===== src/rtl/dot_product_ctrl_pkg.sv =====
// Shared widths, state encoding and timing constants for the dot-product sequencer.
package dot_product_ctrl_pkg;

  localparam int unsigned DP_ADDR_W    = 8;
  localparam int unsigned DP_LEN_W     = 9;
  localparam int unsigned DP_ACC_W     = 16;
  localparam int unsigned DP_RD_LAT    = 1;
  localparam int unsigned DRAIN_CYCLES = 2;

  localparam int unsigned STATE_W = 3;
  typedef logic [STATE_W-1:0] state_t;

  localparam logic [STATE_W-1:0] S_IDLE   = 3'd0;
  localparam logic [STATE_W-1:0] S_CLEAR  = 3'd1;
  localparam logic [STATE_W-1:0] S_ISSUE  = 3'd2;
  localparam logic [STATE_W-1:0] S_DRAIN  = 3'd3;
  localparam logic [STATE_W-1:0] S_RESULT = 3'd4;

endpackage


===== src/rtl/dot_product_ctrl_addr_gen.sv =====
// Element index counter and the two base+index address adders for the operand memories.
module dp_addr_gen #(
  parameter int unsigned ADDR_W = 8,
  parameter int unsigned LEN_W  = 9
) (
  input  logic              clk,
  input  logic              reset,
  input  logic              load,
  input  logic              advance,
  input  logic [LEN_W-1:0]  len,
  input  logic [ADDR_W-1:0] base_x,
  input  logic [ADDR_W-1:0] base_w,
  output logic [ADDR_W-1:0] x_addr,
  output logic [ADDR_W-1:0] w_addr,
  output logic              last_c
);

  logic [LEN_W-1:0] idx_q;
  logic [LEN_W-1:0] idx_d;

  always_comb begin
    idx_d = idx_q;
    if (load) begin
      idx_d = '0;
    end else if (advance) begin
      idx_d = idx_q + LEN_W'(1);
    end
  end

  // Addresses track the index of the coming cycle so they appear registered alongside it.
  always_ff @(posedge clk) begin
    if (reset) begin
      idx_q  <= '0;
      x_addr <= '0;
      w_addr <= '0;
    end else if (load || advance) begin
      idx_q  <= idx_d;
      x_addr <= base_x + ADDR_W'(idx_d);
      w_addr <= base_w + ADDR_W'(idx_d);
    end
  end

  assign last_c = (idx_q == (len - LEN_W'(1)));

endmodule


===== src/rtl/dot_product_ctrl.sv =====
// Dot-product sequencer: clears the MAC, streams operand reads, captures the accumulated result.
module dot_product_ctrl
  import dot_product_ctrl_pkg::*;
#(
  parameter int unsigned ADDR_W = DP_ADDR_W,
  parameter int unsigned LEN_W  = DP_LEN_W,
  parameter int unsigned ACC_W  = DP_ACC_W,
  parameter int unsigned RD_LAT = DP_RD_LAT
) (
  input  logic              clk,
  input  logic              reset,
  input  logic              start,
  input  logic [LEN_W-1:0]  len,
  input  logic [ADDR_W-1:0] base_x,
  input  logic [ADDR_W-1:0] base_w,
  output logic              busy,
  output logic              mem_rd_en,
  output logic [ADDR_W-1:0] x_addr,
  output logic [ADDR_W-1:0] w_addr,
  output logic              mac_clear,
  output logic              mac_en,
  input  logic [ACC_W-1:0]  mac_acc,
  output logic [ACC_W-1:0]  result_data,
  output logic              result_valid,
  input  logic              result_ready
);

  localparam int unsigned DRAIN_W = $clog2(DRAIN_CYCLES + 1);

  state_t              state_q;
  state_t              state_d;
  logic [LEN_W-1:0]    len_q;
  logic [ADDR_W-1:0]   base_x_q;
  logic [ADDR_W-1:0]   base_w_q;
  logic [DRAIN_W-1:0]  drain_cnt_q;
  logic [RD_LAT-1:0]   rd_pipe_q;
  logic                last_c;
  logic                load_c;
  logic                advance_c;
  logic                drain_done_c;

  assign load_c       = (state_q == S_CLEAR);
  assign advance_c    = (state_q == S_ISSUE);
  assign drain_done_c = (drain_cnt_q == DRAIN_W'(DRAIN_CYCLES - 1));
  assign busy         = (state_q != S_IDLE);

  always_comb begin
    state_d = state_q;
    case (state_q)
      S_IDLE:   if (start) state_d = S_CLEAR;
      S_CLEAR:  state_d = (len_q != '0) ? S_ISSUE : S_DRAIN;
      S_ISSUE:  if (last_c) state_d = S_DRAIN;
      S_DRAIN:  if (drain_done_c) state_d = S_RESULT;
      S_RESULT: if (result_ready) state_d = S_IDLE;
      default:  state_d = S_IDLE;
    endcase
  end

  always_ff @(posedge clk) begin
    if (reset) begin
      state_q <= S_IDLE;
    end else begin
      state_q <= state_d;
    end
  end

  always_ff @(posedge clk) begin
    if (reset) begin
      len_q    <= '0;
      base_x_q <= '0;
      base_w_q <= '0;
    end else if (state_q == S_IDLE && start) begin
      len_q    <= len;
      base_x_q <= base_x;
      base_w_q <= base_w;
    end
  end

  // Strobes are decoded from the next state so they line up with the state they belong to.
  always_ff @(posedge clk) begin
    if (reset) begin
      mac_clear   <= 1'b0;
      mem_rd_en   <= 1'b0;
      drain_cnt_q <= '0;
    end else begin
      mac_clear   <= (state_d == S_CLEAR);
      mem_rd_en   <= (state_d == S_ISSUE);
      drain_cnt_q <= (state_q == S_DRAIN) ? drain_cnt_q + DRAIN_W'(1) : '0;
    end
  end

  if (RD_LAT == 1) begin : g_lat1
    always_ff @(posedge clk) begin
      if (reset) begin
        rd_pipe_q <= '0;
      end else begin
        rd_pipe_q[0] <= mem_rd_en;
      end
    end
  end else begin : g_latn
    always_ff @(posedge clk) begin
      if (reset) begin
        rd_pipe_q <= '0;
      end else begin
        rd_pipe_q <= {rd_pipe_q[RD_LAT-2:0], mem_rd_en};
      end
    end
  end

  assign mac_en = rd_pipe_q[RD_LAT-1];

  always_ff @(posedge clk) begin
    if (reset) begin
      result_data  <= '0;
      result_valid <= 1'b0;
    end else if (state_q == S_DRAIN && drain_done_c) begin
      result_data  <= mac_acc;
      result_valid <= 1'b1;
    end else if (state_q == S_RESULT && result_ready) begin
      result_valid <= 1'b0;
    end
  end

  dp_addr_gen #(
    .ADDR_W (ADDR_W),
    .LEN_W  (LEN_W)
  ) u_addr_gen (
    .clk     (clk),
    .reset   (reset),
    .load    (load_c),
    .advance (advance_c),
    .len     (len_q),
    .base_x  (base_x_q),
    .base_w  (base_w_q),
    .x_addr  (x_addr),
    .w_addr  (w_addr),
    .last_c  (last_c)
  );

endmodule


===== config.mk =====
export PLATFORM = sky130hd
export DESIGN_NAME = dot_product_ctrl
export DESIGN_NICKNAME = d
export VERILOG_FILES = /design/src/rtl/dot_product_ctrl_pkg.sv /design/src/rtl/dot_product_ctrl_addr_gen.sv /design/src/rtl/dot_product_ctrl.sv
export SDC_FILE = /design/constraint.sdc
export NUM_CORES = 1
export LEC_CHECK = 0
export ABC_AREA = 0
export BUFFER_PORTS_ARGS = -buffer_cell sky130_fd_sc_hd__buf_2
export CAP_MARGIN = 25
export CORE_ASPECT_RATIO = 1.2
export CORE_UTILIZATION = 49
export CTS_BUF_LIST = sky130_fd_sc_hd__clkbuf_16
export DETAILED_ROUTE_END_ITERATION = 12
export GPL_ROUTABILITY_DRIVEN = 0
export HOLD_SLACK_MARGIN = 0.15
export PLACE_DENSITY = 0.83
export SETUP_SLACK_MARGIN = 0.05
export SYNTH_ARGS = -nofsm -noshare
export SYNTH_HDL_FRONTEND = slang
export SYNTH_SLANG_ARGS = --single-unit

===== constraint.sdc =====
create_clock -name clk -period 2.6 [get_ports clk]
set_input_delay 0.26 -clock clk [delete_from_list [all_inputs] [get_ports clk]]
set_output_delay 0.26 -clock clk [all_outputs]
set_load 0.01 [all_outputs]

; ---- Word level (Yosys, flattened, before mapping)
; Cells that the tools add are included.
[totals]
mem_count = 0
output_inout_bits = 37
latch_bits = 0
mem_bits_rw = 0
wordCells = 49
reg_bits = 75
mem_bits_ro = 0
[classes]
add_sub_neg = 5
n_shift = 0
reduce_logical = 11
mul = 0
n_eq_ne = 8
bitwise = 1
mux = 10
magnitude_cmp = 0
div_mod_pow = 0
[op_table]
columns = op, n
row1 = two-way mux 9 bit, 2
row2 = adder 8 bit, 2
row3 = case mux 3 bit (5 select lines), 1
row4 = two-way mux 3 bit, 4
row5 = adder 9 x 1 -> 9 bit (second input constant), 1
row6 = == test 3 x 2 -> 1 bit (second input constant), 3
row7 = == test 9 bit, 1
row8 = nonzero test 9 bit, 1
row9 = subtractor 9 x 1 -> 9 bit (second input constant), 1
row10 = == test 3 x 1 -> 1 bit (second input constant), 2
row11 = nonzero test 2 bit, 2
row12 = == test 3 bit (second input constant), 1
row13 = logical AND 1 bit, 3
row14 = zero test 3 bit, 1
row15 = two-way mux 1 bit, 3
row16 = nonzero test 3 bit, 1
row17 = adder 2 x 1 -> 2 bit (second input constant), 1
row18 = == test 2 x 1 -> 1 bit (second input constant), 1
row19 = AND reduction 2 bit, 1
row20 = OR reduction 2 bit, 1
row21 = logical OR 1 bit, 1
row22 = NOT 1 bit, 1

; ---- Depth between registers and ports, before layout
; Gate-level depths: netlist (run 1).
[logic_depth]
word_depth = 5
mapped_depth = 12
ltp_nobuf = 11

; ---- Modules after synthesis
; Synthesis (run 1) repeated with hierarchy kept, for this count alone.
[hier_totals]
cells_unflattened = 457
hier_area_um2 = 3736.1
[modules_own_cells]
columns = module, seq_area_each_um2, cells_each, area_per_inst_um2, instances
row1 = dp_addr_gen, 500.5, 234, 1874.3, 1
row2 = dot_product_ctrl, 1001.0, 223, 1861.8, 1

; ---- Least setup slack after synthesis (run 1)
; OpenSTA, ideal clock, no wires.
[synth_timing]
path_type = flip-flop to flip-flop
start = register state_q[1]
end = register u_addr_gen.w_addr[7]
t_arrival_ps = 2804
path_buffers = 2
stages_incl_launch_ff = 12
slack_ps = -266
synth_period_minus_slack_ps = 2866
required_time_ps = 2538
path_cell_list = dfxtp_1 -> buf_2 -> clkbuf_1 -> o21ai_1 -> a22oi_1 -> inv_1 -> ha_1 -> a21o_1 -> a22o_1 -> o21a_1 -> or4_1 -> nand3_1
[synth_between]
elab_chain_cells = 4
word_cells_on_any_way = 6
classes_between = add/sub (1) / eq/ne (2) / mux (2) / reduce/logical (1)
[synth_rtl]
columns = item, line_no
row1 = start: declaration, dot_product_ctrl.sv:30  ; state_t state_q;
row2 = start signal: assignment, dot_product_ctrl.sv:63  ; state_q <= state_d;
row3 = == test 3 x 2 -> 1 bit, dot_product_ctrl.sv:43  ; assign advance_c = (state_q == S_ISSUE);
row4 = two-way mux 9 bit, dot_product_ctrl_addr_gen.sv:25  ; end else if (advance) begin
row5 = two-way mux 9 bit (*), dot_product_ctrl_addr_gen.sv:23  ; if (load) begin
row6 = net u_addr_gen.idx_d[1], dot_product_ctrl_addr_gen.sv:19  ; logic [LEN_W-1:0] idx_d;
row7 = adder 8 bit (*), dot_product_ctrl_addr_gen.sv:39  ; w_addr <= base_w + ADDR_W'(idx_d);
row8 = end signal: assignment, dot_product_ctrl_addr_gen.sv:39
row9 = end: declaration, dot_product_ctrl_addr_gen.sv:14  ; output logic [ADDR_W-1:0] w_addr,
; Mark *: on every way through the listed nets, which the timed path passes. The rest lies on a longest branch. The select of a mux whose other input is x is not followed.
; A chain may end at the register's enable or synchronous reset.

; ---- Worst setup path in the final report (run 1)
[layout_timing]
start = register u_addr_gen.idx_q[2]
end = register u_addr_gen.x_addr[7]
[layout_between]
elab_chain_cells = 4
[layout_rtl]
columns = item, line_no
row1 = start: declaration, dot_product_ctrl_addr_gen.sv:18  ; logic [LEN_W-1:0] idx_q;
row2 = start signal: assignment, dot_product_ctrl_addr_gen.sv:37  ; idx_q <= idx_d;
row3 = adder 9 x 1 -> 9 bit, dot_product_ctrl_addr_gen.sv:26  ; idx_d = idx_q + LEN_W'(1);
row4 = two-way mux 9 bit (*), dot_product_ctrl_addr_gen.sv:25
row5 = two-way mux 9 bit (*), dot_product_ctrl_addr_gen.sv:23
row6 = net u_addr_gen.idx_d[2], dot_product_ctrl_addr_gen.sv:19
row7 = adder 8 bit (*), dot_product_ctrl_addr_gen.sv:38  ; x_addr <= base_x + ADDR_W'(idx_d);
row8 = end signal: assignment, dot_product_ctrl_addr_gen.sv:38
row9 = end: declaration, dot_product_ctrl_addr_gen.sv:13  ; output logic [ADDR_W-1:0] x_addr,
; Marks and branches as above.

==> results.yml, run 1 <==
status:
  outcome: "complete, but fails checks"
  violations: "setup timing"
sta:
  final.period_utilization: 1.043
  fin_ws_ns: -0.1114
  skew_ns: 0.006664
  fin_crit_ns: 2.711
  worst_slew_margin_rel: 0.5343
  max_freq_mhz: 368.8
  timing.final.hold_violations: 0
  setup_viol: 2
  slew_viol_final: 0
  rsz0062_at_grt: "true"
  worst_pin_slew_ns: 0.6985
yosys:
  synth_top_family_by_area: "simple AND/OR/NAND/NOR gates"
  synth_compound_area_frac: 0.1693
  synthArstFlopShare: 0
  synth-simple-area-share: 0.2715
  synth_edf_count: 0
  synthTopCellsByCount: "nand2_1 (103), dfxtp_1 (75), a21oi_1 (57)"
  synth.cell_area_sq_um: 3820
  avgSynthCellArea_sq_um: 8.042
  synth_top_cell_by_area: "dfxtp_1"
  synthTopCellsByArea: "dfxtp_1 (39%), nand2_1 (10%), a21oi_1 (7.5%)"
  synthAdderAreaFrac: 0.06616
  ys_seq_elements: 75
  synth.most_common_cell: "nand2_1"
  synthFlopType: "dfxtp_1"
  synth_top_area_frac: 0.3931
  synthMuxAreaShare: 0.005896
  synth.distinct_cells: 53
  ys_seq_area_frac: 0.3931
  synthCells: 475
  ys.warnings.count: 0
  syn-num-nets: 539
  synth-xor-area-share: 0.04356
finish:
  antenna_cells: 0
  drive_gt1_frac: 0.2964
  syn2layout_area_growth_pct: 31.51
  postLayoutCoreUtil: 0.6787
  regArea_sq_um: 1509
  multi_input_area_sq_um: 2295
  fill_cells: 589
  final_nets: 646
global_routing:
  grt_max_degree: 69
  grt_pass1_vias: 3647
  grt_usage: 0.2617
  grt_overflow_total: 0
  grt_pass1_wl_um: 16360
  antenna_found_initial: 0
drt:
  first_pass_iters: 6
  vias_per_cell: 5.724
  num_vias: 3875
  postRouteAntennaNets: 0
  drt_iter0_drc: 273
  wl_per_cell_um: 15.69
  drc: 0
  detail_route.wirelength_um: 10620
setup_path:
  worstSetupPathType: "reg -> reg"
  start_kind: "flip-flop"
  required_ns: 2.88
  critPathCaptureType: "flip-flop"
  path_max_fanout: 5
  worstPathArrival_ns: 2.99
clock_tree:
  ctsHtreeMaxLevel: 3
  numCtsBuffers: 9
  root_buffer: "clkbuf_16"
  cts_tree: "done"
  cts.sinks: 75
  insertion_delay_ns: 0.34
  cts_buffer_depth: 2
  holdBufCountCts: 0
  clkTransAtPathRegs_ns: 0.06
min_path:
  hold_path_class: "in -> reg"
job:
  drv_cap: 0
die:
  rows: 34
  initial_utilization: 0.5161
  die_h_um: 98.72
  io_pins: 82
  core_area_sq_um: 7402
  die-area_sq_um: 8154
  die_width_um: 82.60
pwr:
  irDropWorstVdd_mv: 0.3962
  fin_total_pwr_mw: 3.069
  power.leakage_nw: 2.184
  power.density_nw_per_um2: 610.9
place:
  port_buffers: 81
  dp_hpwl_um: 6918
-- where the power goes --
group          internal [mW]  switching (mW)
clock network          0.750           0.517
registers               1.21          0.0523
logic                  0.238           0.303
total                   2.20           0.873
-- per-stage QoR --
step / TNS, ns / setup WS, ns / area, sq um / hold slack [ns] / std cells
2_1_floorplan: 0 / 0.05316 / 3877 / 0.3498 / 475
3_3_place_gp: -0.01857 / -0.01857 / 4509 / 0.4073 / 655
3_5_place_dp: -0.1356 / -0.1024 / 4509 / 0.4243 / 655
4_1_cts: -0.006437 / -0.006437 / 4905 / 0.1525 / 675
5_1_grt: -0.5060 / -0.1925 / 5024 / 0.1583 / 677
6_report: -0.1475 / -0.1114 / 5024 / 0.1464 / 677
-- per-layer routing --
metal  vias to the layer above  track usage  share of wire
met5                         -            0              0
met1                      1813       0.2906           0.39
met4                         0       0.1021          0.032
met3                        44      0.05093          0.059
met2                       147       0.4762           0.51
li1                       1871            -              -
-- registers in the layout, indices dropped and copies added, names as in the netlist --
| name | count |
|---|---|
| len_q | 9 |
| u_addr_gen.w_addr | 8 |
| mac_clear | 1 |
| drain_cnt_q | 2 |
| base_x_q | 8 |
| base_w_q | 8 |
| result_valid | 1 |
| u_addr_gen.idx_q | 9 |
| mem_rd_en | 1 |
| mac_en | 1 |
| result_data | 16 |
| u_addr_gen.x_addr | 8 |
| state_q | 3 |
-- layout make-up --
type                    instances  share of cell area
multi-input cells             357              0.4568
flip-flops and latches         75              0.3004
repair buffers                124              0.1497
clock buffers                   9             0.04483
well taps                      90             0.02242
clock inverters                 7             0.01469
inverters                      15             0.01121
-- placed cells by master (no fill, tap or decap), drive strengths merged, types with 7 or more instances in the layout --
master,instances
clkbuf,9
nor2,23
a21oi,57
dfxtp,75
nand3,14
xnor2,11
o21ai,7
and2,7
nor3,15
and3,7
inv,18
nand2,103
xor2,8
ha,17
buf,124
-- worst max-delay path: stages (launching register included) --
cell and delay (ns):
dfxtp_1 0.34, buf_4 0.17, inv_1 0.13, nor2_1 0.09, a31oi_1 0.22, o22ai_2 0.13, ha_1 0.31, and3_1 0.19
a22o_1 0.22, o21a_1 0.20, or4_1 0.53, nand3_1 0.11
-- timing repair --
item,CTS,global route
setup endpoints to repair,8,8
pin swaps,9,10
setup buffers,4,2
resized for setup,13,22
-- path summary, 6_finish.rpt --
check,start,endpoint,slack [ns],depth (start not counted)
hold reg to reg,drain_cnt_q[0]$_SDFF_PP0_,drain_cnt_q[0]$_SDFF_PP0_,0.42,1
setup / recovery,u_addr_gen.idx_q[2]$_SDFFE_PP0P_,u_addr_gen.x_addr[7]$_SDFFE_PP0P_,-0.11,11
setup reg to reg,u_addr_gen.idx_q[2]$_SDFFE_PP0P_,u_addr_gen.x_addr[7]$_SDFFE_PP0P_,-0.11,11
hold / removal,base_x[7],base_x_q[7]$_SDFFE_PP0P_,0.15,3
-- cell families after synthesis --
family	count (synthesis)
buffers and inverters	43
AO/OA/AOI/OAI	107
multiplexers	2
adder cells (fa/ha/maj)	19
XOR/XNOR	19
AND/OR/NAND/NOR	210
flip-flops	75
Power figures use the tool's default switching activity.
==> run 2, diff against run 1 <==
Settings changed: ABC_AREA 0 to 1, BUFFER_PORTS_ARGS -buffer_cell sky130_fd_sc_hd__buf_2 to -buffer_cell sky130_fd_sc_hd__buf_4.
==> run 2 against run 1 <==
  * The run now ends clean
  * Final area up 0.95%
  * Clock power about the same
  * Via count decreased by 2.4%
  * Critical endpoint is now u_addr_gen.x_addr[6]$_SDFFE_PP0P_
  * Largest cell class unchanged
  * Largest power group is now sequential cells
==> results.yml, run 2 <==
status:
  outcome: "finished, final reports clean"
sta:
  slew_viol_final: 0
  max_freq_mhz: 396.7
  timing.hold.ws_ns: 0.1906
  worst_slew_margin_rel: 0.5709
  setup_viol: 0
  rsz0062_at_grt: "true"
  timing.final.hold_violations: 0
  final.period_utilization: 0.9697
  fin_ws_ns: 0.07891
  fin_crit_ns: 2.521
  worst_pin_slew_ns: 0.6436
  skew_ns: 0.004770
setup_path:
  worstReg2RegStart: "state_q[0]$_SDFF_PP0_"
  worstPathArrival_ns: 2.75
  critPathCaptureType: "flip-flop"
  cp_slowest_cell: "nor3b_4"
  startpoint: "state_q[0]$_SDFF_PP0_"
  start_kind: "flip-flop"
  reg2reg_to: "u_addr_gen.x_addr[6]$_SDFFE_PP0P_"
  worst-r2r-cell-count: 16
  endpoint: "u_addr_gen.x_addr[6]$_SDFFE_PP0P_"
  ff2ff_setup_slack_ns: 0.08
  crit_buf_inv: 4
  cp_top_family: "simple AND/OR/NAND/NOR gates"
  required_ns: 2.83
  path_cells: "inv_4 -> nand3_4 -> inv_4 -> nand4_1 -> nor2_2 -> buf_4 -> nor3b_4 -> ha_4 -> a21oi_2 -> o21ai_2 -> a21oi_1 -> o21bai_1 -> nand2_1 -> nand2_1 -> o21bai_1 -> inv_1"
  worstSetupPathType: "reg -> reg"
  cp.depth: 16
  max_stage_delay_ns: 0.36
  path_max_fanout: 5
yosys:
  synth_edf_count: 0
  synth.cell_area_sq_um: 3779
  synth-simple-area-share: 0.2407
  synth_compound_area_frac: 0.1632
  ys.warnings.count: 0
  synth_top_area_frac: 0.3974
  synth_top_cell_by_area: "dfxtp_1"
  synth_top_family_by_area: "simple AND/OR/NAND/NOR gates"
  ys_seq_elements: 75
  avgSynthCellArea_sq_um: 7.438
  synthAdderAreaFrac: 0.06689
  ys_seq_area_frac: 0.3974
  synthTopCellsByCount: "nand2_1 (81), dfxtp_1 (75), a21oi_1 (62)"
  synth-xor-area-share: 0.03841
  synthCells: 508
  synthTopCellsByArea: "dfxtp_1 (40%), a21oi_1 (8.2%), nand2_1 (8.0%)"
  synthMuxAreaShare: 0
  synth.distinct_cells: 35
  synthFlopType: "dfxtp_1"
  synthArstFlopShare: 0
  syn-num-nets: 572
  synth.most_common_cell: "nand2_1"
pwr:
  fin_total_pwr_mw: 3.302
  power.density_nw_per_um2: 651.1
  netSwitchingFraction: 0.2987
  irDropWorstVdd_mv: 0.4031
  power.switching_uw: 986.3
  seq_power_share: 0.402
  power.leakage_nw: 2.342
  p_int_mw: 2.315
  p_comb_frac: 0.219
  clkPwrFrac: 0.379
drt:
  vias_per_cell: 5.365
  detail_route.wirelength_um: 10100
  first_pass_iters: 4
  drc: 0
  num_vias: 3782
  postRouteAntennaNets: 0
  drt_iter0_drc: 228
  wl_per_cell_um: 14.33
die:
  io_pins: 82
  rows: 34
  core_area_sq_um: 7360
  die_h_um: 98.20
  die-area_sq_um: 8068
  initial_utilization: 0.5134
  die_width_um: 82.17
clock_tree:
  ctsHtreeMaxLevel: 3
  clkTransAtPathRegs_ns: 0.06
  numCtsBuffers: 9
  root_buffer: "clkbuf_16"
  cts_tree: "done"
  cts.sinks: 75
  insertion_delay_ns: 0.34
  cts_buffer_depth: 2
global_routing:
  grt_max_degree: 44
  grt_usage: 0.2500
  grt_pass1_vias: 3625
  antenna_found_initial: 0
  grt_overflow_total: 0
  grt_pass1_wl_um: 15590
finish:
  largest_reg_flops: 16
  syn2layout_area_growth_pct: 34.21
  design_area_sq_um: 5071
  final_nets: 674
  drive_gt1_frac: 0.3024
  mostFrequentLayoutCells: "buf_4 (110), nand2_1 (76), dfxtp_1 (71)"
  reg_top3: "result_data x16, len_q x9, u_addr_gen.idx_q x9"
  final_common_cell: "buf_4"
  fin_cells: 705
  antenna_cells: 0
  top_register: "result_data"
place:
  dp.cells: 674
  port_buffers: 81
  dp_slack_ns: -0.02764
  placed_area_sq_um: 4526
  dp_hpwl_um: 6843
min_path:
  hold_path_class: "in -> reg"
job:
  drv_cap: 0
==> run 2: changes by cell type in the layout (fill, tap and decap cells not counted), moves of 8 or more <==
cell / before / now
o21bai_1: 0 / 8
inv_1: 15 / 59
buf_2: 81 / 0
nor3_1: 14 / 3
inv_2: 0 / 12
buf_4: 39 / 110
nor2_1: 17 / 27
nand3_1: 14 / 44
nand2_1: 102 / 76
o21ai_0: 4 / 40
==> run 2: cell families after synthesis <==
group	after synthesis
AO/OA/AOI/OAI	117
adder cells (fa/ha/maj)	19
XOR/XNOR	15
buffers and inverters	92
AND/OR/NAND/NOR	190
flip-flops	75
==> run 2: power by group through the flow <==
stage / combinational, mW / sequential, mW / clock, mW
2_1_floorplan: 0.409 / 1.35 / 0
3_5_place_dp: 0.668 / 1.35 / 0
6_report: 0.721 / 1.33 / 1.25
3_3_place_gp: 0.650 / 1.34 / 0
4_1_cts: 0.678 / 1.32 / 1.27
5_1_grt: 0.804 / 1.34 / 1.32
==> run 2: worst min path at each step <==
stage                                          from  slack, ns  depth (start not counted)                      endpoint
after CTS                              result_ready       0.20                          3         state_q[2]$_SDFF_PP0_
after global placement    drain_cnt_q[0]$_SDFF_PP0_       0.40                          1     drain_cnt_q[0]$_SDFF_PP0_
final                                  result_ready       0.19                          3         state_q[2]$_SDFF_PP0_
after floorplan           drain_cnt_q[0]$_SDFF_PP0_       0.40                          1     drain_cnt_q[0]$_SDFF_PP0_
after global routing                    mac_acc[12]       0.20                          3  result_data[12]$_SDFFE_PP0P_
after detailed placement  drain_cnt_q[0]$_SDFF_PP0_       0.41                          1     drain_cnt_q[0]$_SDFF_PP0_
==> run 2: repair_timing <==
action                     4_1_cts  5_1_grt
setup buffers                    0       15
pin swaps                        0       15
hold buffers                     0        0
setup endpoints to repair        4        9
resized for setup                4       38
==> run 2: metrics by stage <==
stage,TNS [ns],util
2_1_floorplan,0,-
3_3_place_gp,0,0.6149
3_5_place_dp,-0.05973,0.6149
4_1_cts,0,0.6564
5_1_grt,-0.1569,0.6891
6_report,0,0.6891
==> run 2: layout make-up <==
cell class,count,area [sq um]
fillers,569,2288
multi-input cells,341,2046
flip-flops and latches,75,1509
repair buffers,110,825.8
inverters,73,279.0
clock buffers,9,225.2
well taps,90,112.6
clock inverters,7,73.82
==> run 2: worst reg2reg max path, delay by kind of cell, from the launching register on <==
kind,cells,cell delay [ns]
compound gates,5,0.71
flops,1,0.35
fa+ha+maj,1,0.27
simple gates,6,0.78
buf+inv,4,0.30
==> run 2: per-layer routing <==
| metal | up-vias | global-route usage | routed length (um) |
|---|---|---|---|
| li1 | 1875 | - | - |
| met1 | 1759 | 0.2822 | 3996 |
| met2 | 113 | 0.4336 | 5233 |
| met3 | 35 | 0.04953 | 479 |
| met4 | 0 | 0.1255 | 395 |
| met5 | - | 0 | 0 |
==> run 3, diff against run 2 <==
Settings changed: CORE_UTILIZATION 49 to 51, CTS_BUF_LIST sky130_fd_sc_hd__clkbuf_16 to sky130_fd_sc_hd__clkbuf_8, PLACE_DENSITY 0.83 to 0.86.
==> run 3 against run 2 <==
  * First-iteration DRC count is 32% higher
  * Critical path depth stayed put
  * Critical path type unchanged
  * Largest cell class unchanged
  * Non-clock buffer count is 5 lower
  * Sequential power hardly changed
  * Sequential cell count stayed put
==> results.yml, run 3 (synthesized netlist as in run 2, its figures left out) <==
status:
  outcome: "finished, final reports clean"
min_path:
  hold_path_class: "in -> reg"
sta:
  final.period_utilization: 0.9633
  rsz0062_at_grt: "true"
  max_freq_mhz: 399.3
  fin_crit_ns: 2.505
  setup_viol: 0
  worst_slew_margin_rel: 0.5254
  worst_pin_slew_ns: 0.7111
  slew_viol_final: 0
  skew_ns: 0.008492
  timing.final.hold_violations: 0
setup_path:
  path_max_fanout: 4
  critPathCaptureType: "flip-flop"
  path_cells: "inv_2 -> nand3_4 -> nor3_4 -> nand3_2 -> nor2_4 -> nand2_1 -> inv_2 -> nor3_2 -> ha_1 -> a21oi_2 -> o21ai_0 -> a21oi_1 -> nand3b_1 -> nand3_1 -> nand2_1 -> inv_1"
  cp_slowest_cell: "ha_1"
  cp_top_family: "simple AND/OR/NAND/NOR gates"
  required_ns: 2.86
  max_stage_delay_ns: 0.35
  start_kind: "flip-flop"
  crit_buf_inv: 3
  worstPathArrival_ns: 2.77
  worstSetupPathType: "reg -> reg"
clock_tree:
  holdBufCountCts: 0
  numCtsBuffers: 9
  root_buffer: "clkbuf_8"
  clkTransAtPathRegs_ns: 0.09
  cts_tree: "done"
  cts_buffer_depth: 2
  cts.sinks: 75
  ctsHtreeMaxLevel: 3
  insertion_delay_ns: 0.37
finish:
  antenna_cells: 0
  largest_reg_flops: 16
  syn2layout_area_growth_pct: 30.70
  design_area_sq_um: 4938
  fin_cells: 700
  top_register: "result_data"
  drive_gt1_frac: 0.2803
  fill_cells: 545
  final_common_cell: "buf_4"
  mostFrequentLayoutCells: "buf_4 (105), nand2_1 (79), dfxtp_1 (72)"
  reg_top3: "result_data x16, len_q x9, u_addr_gen.idx_q x9"
  final_nets: 669
  postLayoutCoreUtil: 0.6869
place:
  dp_hpwl_um: 6729
  placed_area_sq_um: 4541
  port_buffers: 81
  dp.cells: 676
pwr:
  irDropWorstVdd_mv: 0.3796
  fin_total_pwr_mw: 3.088
  power.leakage_nw: 2.284
  power.density_nw_per_um2: 625.4
global_routing:
  grt_overflow_total: 0
  grt_usage: 0.2458
  antenna_found_initial: 0
  grt_pass1_vias: 3394
  grt_pass1_wl_um: 14620
  grt_max_degree: 34
drt:
  drc: 0
  wl_per_cell_um: 13.88
  drt_iter0_drc: 302
  num_vias: 3813
  detail_route.wirelength_um: 9716
  first_pass_iters: 5
  vias_per_cell: 5.447
  postRouteAntennaNets: 0
job:
  drv_cap: 0
die:
  io_pins: 82
  die-area_sq_um: 7759
  die_h_um: 96.29
  core_area_sq_um: 7189
  initial_utilization: 0.5256
  rows: 34
  die_width_um: 80.58
## run 3: cell count changes in the layout (fill, tap and decap cells not counted), sizes merged
cell	previous run	this run
buf	110	105
clkinv	4	2
bufinv	1	2
clkbuf	9	10
## run 3: cell type report
type	instances	area, sq um	area share
Clock buffer	10	137.6	0.02787
Clock inverter	6	95.09	0.01926
Inverter	73	276.5	0.05599
Multi-Input combinational cell	341	2021	0.4092
Sequential cell	75	1508	0.3053
Tap cell	90	112.6	0.02280
Timing Repair Buffer	105	788.3	0.1596
## run 3: timing repair
action	4_1_cts	5_1_grt
resized for setup	3	23
pin swaps	0	9
endpoints found under the setup margin	4	9
setup buffers	0	8
## run 3: path summary, 6_finish.rpt
path                            depth (start not counted)                 startpoint                                end  slack, ns
worst max-delay path                                   16      state_q[0]$_SDFF_PP0_  u_addr_gen.x_addr[7]$_SDFFE_PP0P_        0.1
worst min-delay path                                    3                 mac_acc[1]        result_data[1]$_SDFFE_PP0P_       0.16
worst max register to register                         16      state_q[0]$_SDFF_PP0_  u_addr_gen.x_addr[7]$_SDFFE_PP0P_        0.1
worst min register to register                          1  drain_cnt_q[0]$_SDFF_PP0_          drain_cnt_q[0]$_SDFF_PP0_       0.43
## run 3: where the power goes
part,switching (mW),leakage (nW),internal [mW]
Clock,0.478,0.117,0.577
Sequential,0.0725,0.615,1.25
Combinational,0.402,1.55,0.307
## run 3: stage by stage
| step | hold WS, ns | setup WS (ns) | setup TNS (ns) |
|---|---|---|---|
| after floorplan | 0.3975 | 0.2214 | 0 |
| after global placement | 0.4051 | 0.06454 | 0 |
| after detailed placement | 0.4174 | -0.01421 | -0.02307 |
| after CTS | 0.1645 | 0.03770 | 0 |
| after global routing | 0.1614 | -0.07005 | -0.1324 |
| final | 0.1642 | 0.09535 | 0 |
## run 3: worst register-to-register path, cell delays in order, from the launching register on
cell	delay, ns
dfxtp_1	0.34
inv_2	0.10
nand3_4	0.13
nor3_4	0.24
nand3_2	0.13
nor2_4	0.11
nand2_1	0.13
inv_2	0.12
nor3_2	0.06
ha_1	0.35
a21oi_2	0.13
o21ai_0	0.09
a21oi_1	0.17
nand3b_1	0.13
nand3_1	0.07
nand2_1	0.07
inv_1	0.04
## run 3: layer usage
metal / part of all wire / vias to the layer above / GRT usage
li1: - / 1858 / -
met2: 0.51 / 163 / 0.4329
met3: 0.058 / 42 / 0.04550
met1: 0.40 / 1750 / 0.2751
met5: 0 / - / 0
met4: 0.033 / 0 / 0.1429
